[src/rtl/scan_pkg.sv]
// Shared types and constants for the BCD digit scanner.
// Holds the FSM state encoding and the BCD sanitising helper.
package scan_pkg;

    typedef enum logic {
        ST_BLANK = 1'b0,
        ST_SCAN  = 1'b1
    } scan_state_e;

    localparam logic [3:0] BCD_MAX    = 4'd9;
    localparam logic [3:0] BLANK_CODE = 4'b0000;

    // Codes above 9 are replaced so the display never sees them.
    function automatic logic [3:0] bcd_clean(input logic [3:0] nib);
        return (nib > BCD_MAX) ? BLANK_CODE : nib;
    endfunction

endpackage

[src/rtl/scan_prescaler.sv]
// Digit-period prescaler: counts 0..PRESCALE-1 while enabled.
// tick is high during the last count, i.e. on the advancing edge.
module scan_prescaler #(
    parameter int PRESCALE = 1000
) (
    input  logic clk,
    input  logic rst,
    input  logic en,
    output logic tick
);

    localparam int CW = $clog2(PRESCALE);
    localparam logic [CW-1:0] LAST = CW'(PRESCALE - 1);

    logic [CW-1:0] cnt_q;
    logic [CW-1:0] cnt_d;

    // Next count: hold at zero when disabled, wrap after the last count.
    always_comb begin
        cnt_d = cnt_q;
        if (!en) begin
            cnt_d = '0;
        end else if (cnt_q == LAST) begin
            cnt_d = '0;
        end else begin
            cnt_d = cnt_q + CW'(1);
        end
    end

    assign tick = en && (cnt_q == LAST);

    // Counter register with synchronous reset.
    always_ff @(posedge clk) begin
        if (rst) begin
            cnt_q <= '0;
        end else begin
            cnt_q <= cnt_d;
        end
    end

endmodule

[src/rtl/bcd_digit_scanner.sv]
// Multiplexed BCD display scanner with frame-synchronous reload.
// New data is shadowed and swapped in only at the frame wrap.
module bcd_digit_scanner
    import scan_pkg::*;
#(
    parameter int NUM_DIGITS = 4,
    parameter int PRESCALE   = 1000
) (
    input  logic                    clk,
    input  logic                    rst,
    input  logic                    load_valid,
    output logic                    load_ready,
    input  logic [4*NUM_DIGITS-1:0] load_data,
    output logic [3:0]              dig_bcd,
    output logic [NUM_DIGITS-1:0]   dig_sel,
    output logic                    scan_tick,
    output logic                    bcd_err
);

    localparam int IW = (NUM_DIGITS > 1) ? $clog2(NUM_DIGITS) : 1;
    localparam logic [IW-1:0] IDX_LAST = IW'(NUM_DIGITS - 1);

    scan_state_e             state_q, state_d;
    logic [IW-1:0]           idx_q, idx_d;
    logic [4*NUM_DIGITS-1:0] disp_q, disp_d;
    logic [4*NUM_DIGITS-1:0] shadow_q, shadow_d;
    logic                    pending_q, pending_d;
    logic                    err_q, err_d;
    logic                    ready_q, ready_d;
    logic [NUM_DIGITS-1:0]   sel_q, sel_d;
    logic [3:0]              bcd_q, bcd_d;
    logic                    tick_q;

    logic                    accept;
    logic                    adv;
    logic                    wrap;
    logic [4*NUM_DIGITS-1:0] clean;
    logic                    bad;

    scan_prescaler #(
        .PRESCALE(PRESCALE)
    ) u_presc (
        .clk (clk),
        .rst (rst),
        .en  (state_q == ST_SCAN),
        .tick(adv)
    );

    // Sanitise the offered word and flag any out-of-range nibble.
    always_comb begin
        clean = '0;
        bad   = 1'b0;
        for (int i = 0; i < NUM_DIGITS; i++) begin
            clean[i*4 +: 4] = bcd_clean(load_data[i*4 +: 4]);
            if (load_data[i*4 +: 4] > BCD_MAX) begin
                bad = 1'b1;
            end
        end
    end

    assign accept = load_valid && ready_q;
    assign wrap   = adv && (idx_q == IDX_LAST);

    // Next-state logic for FSM, digit index and data registers.
    always_comb begin
        state_d   = state_q;
        idx_d     = idx_q;
        disp_d    = disp_q;
        shadow_d  = shadow_q;
        pending_d = pending_q;
        err_d     = err_q;
        unique case (state_q)
            ST_BLANK: begin
                if (accept) begin
                    state_d = ST_SCAN;
                    idx_d   = '0;
                    disp_d  = clean;
                    err_d   = err_q | bad;
                end
            end
            ST_SCAN: begin
                if (adv) begin
                    idx_d = wrap ? '0 : idx_q + IW'(1);
                end
                if (wrap && pending_q) begin
                    disp_d    = shadow_q;
                    pending_d = 1'b0;
                end
                // accept implies pending_q was clear, so a wrap-edge
                // accept simply waits for the following boundary.
                if (accept) begin
                    shadow_d  = clean;
                    pending_d = 1'b1;
                    err_d     = err_q | bad;
                end
            end
            default: begin
                state_d = ST_BLANK;
            end
        endcase
        ready_d = !pending_d;
    end

    // Output decode from next-state values so outputs move with idx.
    always_comb begin
        sel_d = '0;
        bcd_d = BLANK_CODE;
        if (state_d == ST_SCAN) begin
            for (int i = 0; i < NUM_DIGITS; i++) begin
                if (IW'(i) == idx_d) begin
                    sel_d[i] = 1'b1;
                    bcd_d    = disp_d[i*4 +: 4];
                end
            end
        end
    end

    // State and registered outputs, synchronous reset.
    always_ff @(posedge clk) begin
        if (rst) begin
            state_q   <= ST_BLANK;
            idx_q     <= '0;
            disp_q    <= '0;
            shadow_q  <= '0;
            pending_q <= 1'b0;
            err_q     <= 1'b0;
            ready_q   <= 1'b0;
            sel_q     <= '0;
            bcd_q     <= BLANK_CODE;
            tick_q    <= 1'b0;
        end else begin
            state_q   <= state_d;
            idx_q     <= idx_d;
            disp_q    <= disp_d;
            shadow_q  <= shadow_d;
            pending_q <= pending_d;
            err_q     <= err_d;
            ready_q   <= ready_d;
            sel_q     <= sel_d;
            bcd_q     <= bcd_d;
            tick_q    <= adv;
        end
    end

    assign load_ready = ready_q;
    assign dig_sel    = sel_q;
    assign dig_bcd    = bcd_q;
    assign scan_tick  = tick_q;
    assign bcd_err    = err_q;

endmodule
[config.mk]
export PLATFORM = sky130hd
export DESIGN_NAME = bcd_digit_scanner
export DESIGN_NICKNAME = d
export VERILOG_FILES = /design/src/rtl/scan_pkg.sv /design/src/rtl/scan_prescaler.sv /design/src/rtl/bcd_digit_scanner.sv
export SDC_FILE = /design/constraint.sdc
export NUM_CORES = 1
export LEC_CHECK = 0
export BUFFER_PORTS_ARGS = -buffer_cell sky130_fd_sc_hd__buf_2
export CAP_MARGIN = 20
export CORE_MARGIN = 8
export CORE_UTILIZATION = 50
export DETAILED_ROUTE_END_ITERATION = 8
export PLACE_DENSITY_LB_ADDON = 0.05
export RECOVER_POWER = 100
export SYNTH_ARGS = -nofsm -noshare
export SYNTH_HDL_FRONTEND = slang
export SYNTH_HIERARCHICAL = 1
export SYNTH_SLANG_ARGS = --single-unit
[constraint.sdc]
create_clock -name clk -period 1.8 [get_ports clk]
set_input_delay 0.18 -clock clk [delete_from_list [all_inputs] [get_ports clk]]
set_output_delay 0.18 -clock clk [all_outputs]
set_load 0.03 [all_outputs]
==> results.toml <==
[run_status]
status = "finished with violations"
violations = "setup timing"

[routing]
wl_per_cell_um = 15.77
drt_wl_total_mm = 7.335
vias = 2568
ant_nets = 0
via_per_inst = 5.523
drt_iter0_drc = 122
drc_errors = 0
detailedRoute.firstPassIterationCount = 6

[clocking]
clk_pin_slew_ps = 70
cts_tree = "yes"
cts_buffers = 9
clkLatencyLatePin_ps = 340
clock-sinks = 57
cts-root-buf = "clkbuf_8"
htreeDepth = 3
clockBufferDepth = 2

[sta]
fin_ws_ps = -301.1
hold_viol_final = 0
period_minus_slack_ps = 2101
finalCritPeriodShare_pct = 116.7
relSlewSlack_pct = 64.55
worstMarginPinSlew_ps = 525.0
max_freq_mhz = 475.9
slew_viol_final = 0
rsz0062_at_grt = "yes"
fin_setup_tns_ps = -3802
whs_ps = 99.70
skew_ps = 3.114
setup_viol = 25

[synth]
avgSynthCellArea_um2 = 8.245
syn-num-nets = 343
synth_seq_cells = 57
yosysSeqAreaShare_pct = 42.98
synth_top_area_share_pct = 42.98
synthTopCellsByCount = "dfxtp_1 (57), nand2_1 (57), a21oi_1 (38)"
synthArstFlopShare_pct = 0
ys.flop_type = "dfxtp_1"
yosysWarnings = 6
ys_types = 47
yosys.area.top_type = "dfxtp_1"
postSynthCellCount = 322
synthTopCellsByArea = "dfxtp_1 (43%), nand2_1 (8.1%), a21oi_1 (7.2%)"
synth_edf_count = 0
synth_area_um2 = 2655

[layout]
area_growth_pct = 34.02
multi_input_area_um2 = 1567
diodes = 0
nNetsFinal = 411
drive_gt1_share_pct = 29.37
seq_area_um2 = 1144
fill_cells = 471

[critical_path]
critPathRequiredTime_ps = 2070
cp-start-kind = "flip-flop"
crit_path_end_kind = "flip-flop"
crit_path_max_fanout = 5
timing.rr.start = "u_presc/cnt_q[1]"
startpoint = "u_presc/cnt_q[1]"
crit_arrival_ps = 2370
worstSetupPathType = "flip-flop to flip-flop"

[worst_hold_path]
hold_class = "primary input to flip-flop"
min_from = "load_data[4]"

[pwr]
internal_power_mw = 2.315
combPwrFrac_pct = 12.1
p_per_area_nw_per_um2 = 864.2
p_leak_nw = 1.345
power_frac_seq_pct = 43.4
switching_power_mw = 0.7601
clkPwrFrac_pct = 44.6
swShare_pct = 24.72
vdd_drop_max_mv = 0.5545

[floorplan]
core_um2 = 5107
die_w_um = 88.87
die_h_um = 88.87
die_area_um2 = 7898
rows = 26
start_util_pct = 51.98
pin_count = 30

[global_route]
grtUsageTotal_pct = 20.09
antenna_found_initial = 0
grt_overflow_total = 0
grt_pass1_vias = 2533
grt_pass1_wl_mm = 12.02
grt_max_degree = 30

[job]
cap_violations = 0

[placement]
dp_hpwl_mm = 4.826
gp_congestion = 0.8603
io_buffers = 29
==> cell type report <==
| type | count | area share (%) |
|---|---|---|
| Clock buffer | 14 | 4.571 |
| Clock inverter | 2 | 1.688 |
| Inverter | 8 | 0.9494 |
| Multi-Input combinational cell | 242 | 44.02 |
| Sequential cell | 57 | 32.14 |
| Tap cell | 70 | 2.461 |
| Timing Repair Buffer | 72 | 14.17 |
==> layer usage <==
layer	track usage, %	wire length (um)	up-vias	share of wire [%]
met5	0	0	-	0
li1	-	-	1267	-
met3	4.828	343	17	4.7
met2	33.22	3507	61	48
met4	9.217	160	0	2.2
met1	23.87	3323	1223	45
==> power by group through the flow <==
stage,logic (mW),registers (mW),clock network (mW)
final,0.371,1.33,1.37
after global routing,0.407,1.34,1.44
after CTS,0.340,1.33,1.38
after detailed placement,0.312,1.36,0
after global placement,0.308,1.36,0
after floorplan,0.189,1.37,0
==> layout by cell type (no fill, tap or decap), types with 4 or more instances in the layout <==
master	synthesis	layout
a21oi_2	0	4
clkbuf_8	0	11
a32oi_2	0	6
buf_4	3	32
clkbuf_1	4	14
nor2_1	20	20
inv_1	8	7
a21oi_1	38	34
nand2_2	1	5
nor2b_1	21	19
a22oi_2	1	4
buf_6	3	10
mux2i_1	5	5
and3_4	2	4
o21ai_0	8	5
or3_1	4	4
nor3_1	6	4
nand3_1	24	24
dfxtp_1	57	55
buf_2	5	18
xnor2_1	4	4
nand2_1	57	53
==> metrics by stage <==
stage               util [%]  worst slack, ps  instances  cell area, um2  power, mW
finish                 69.67           -301.1        465            3558      3.075
global route           69.67           -416.7        465            3558      3.181
CTS                    67.71           -280.4        458            3458      3.054
detailed placement     59.77           -383.5        435            3053      1.670
global placement       59.77           -360.1        435            3053      1.666
floorplan                  -           -113.1        322            2683      1.561
==> worst max-delay path, stage by stage, from the launching register on <==
cell,delay (ps)
dfxtp_2,350
ha_4,130
and4bb_1,270
nand2_2,90
nor3_4,130
buf_6,160
buf_6,110
nand3b_1,110
o311a_4,240
nand2b_4,180
o22ai_2,80
nor3_1,170
==> cells by family (layout without fill, tap and decap cells) <==
kind of cell    count (synthesis)  after routing  share of synthesized area, %
mux                             5              5                         1.885
fa+ha+maj                       2              2                        0.9424
xor+xnor                        6              6                         1.979
flops                          57             57                         42.98
simple gates                  154            155                         29.74
buf+inv                        24             96                         4.900
compound gates                 74             74                         17.58
==> path summary, 6_finish.rpt <==
path         slack, ps           to  cells past startpoint
max               -300   dig_bcd[1]                     11
min                100  shadow_q[4]                      3
max reg2reg       -300   dig_bcd[1]                     11
min reg2reg        460  shadow_q[0]                      2
==> state kept, by name, indices dropped and copies added (netlist names) <==
name / cells
dig_sel: 4
disp_q: 16
dig_bcd: 4
scan_tick: 1
state_q: 1
pending_q: 1
load_ready: 1
u_presc/cnt_q: 10
idx_q: 2
bcd_err: 1
shadow_q: 16
==> repair_timing <==
| action | 4_1_cts | 5_1_grt |
|---|---|---|
| hold buffers | 0 | 0 |
| gates resized for setup | 29 | 14 |
| buffers inserted | 7 | 7 |
| pin swaps | 21 | 13 |
| cloned | 1 | 0 |
| endpoints found under the setup margin | 26 | 42 |
Note: power is estimated with default switching activity, not from simulation.
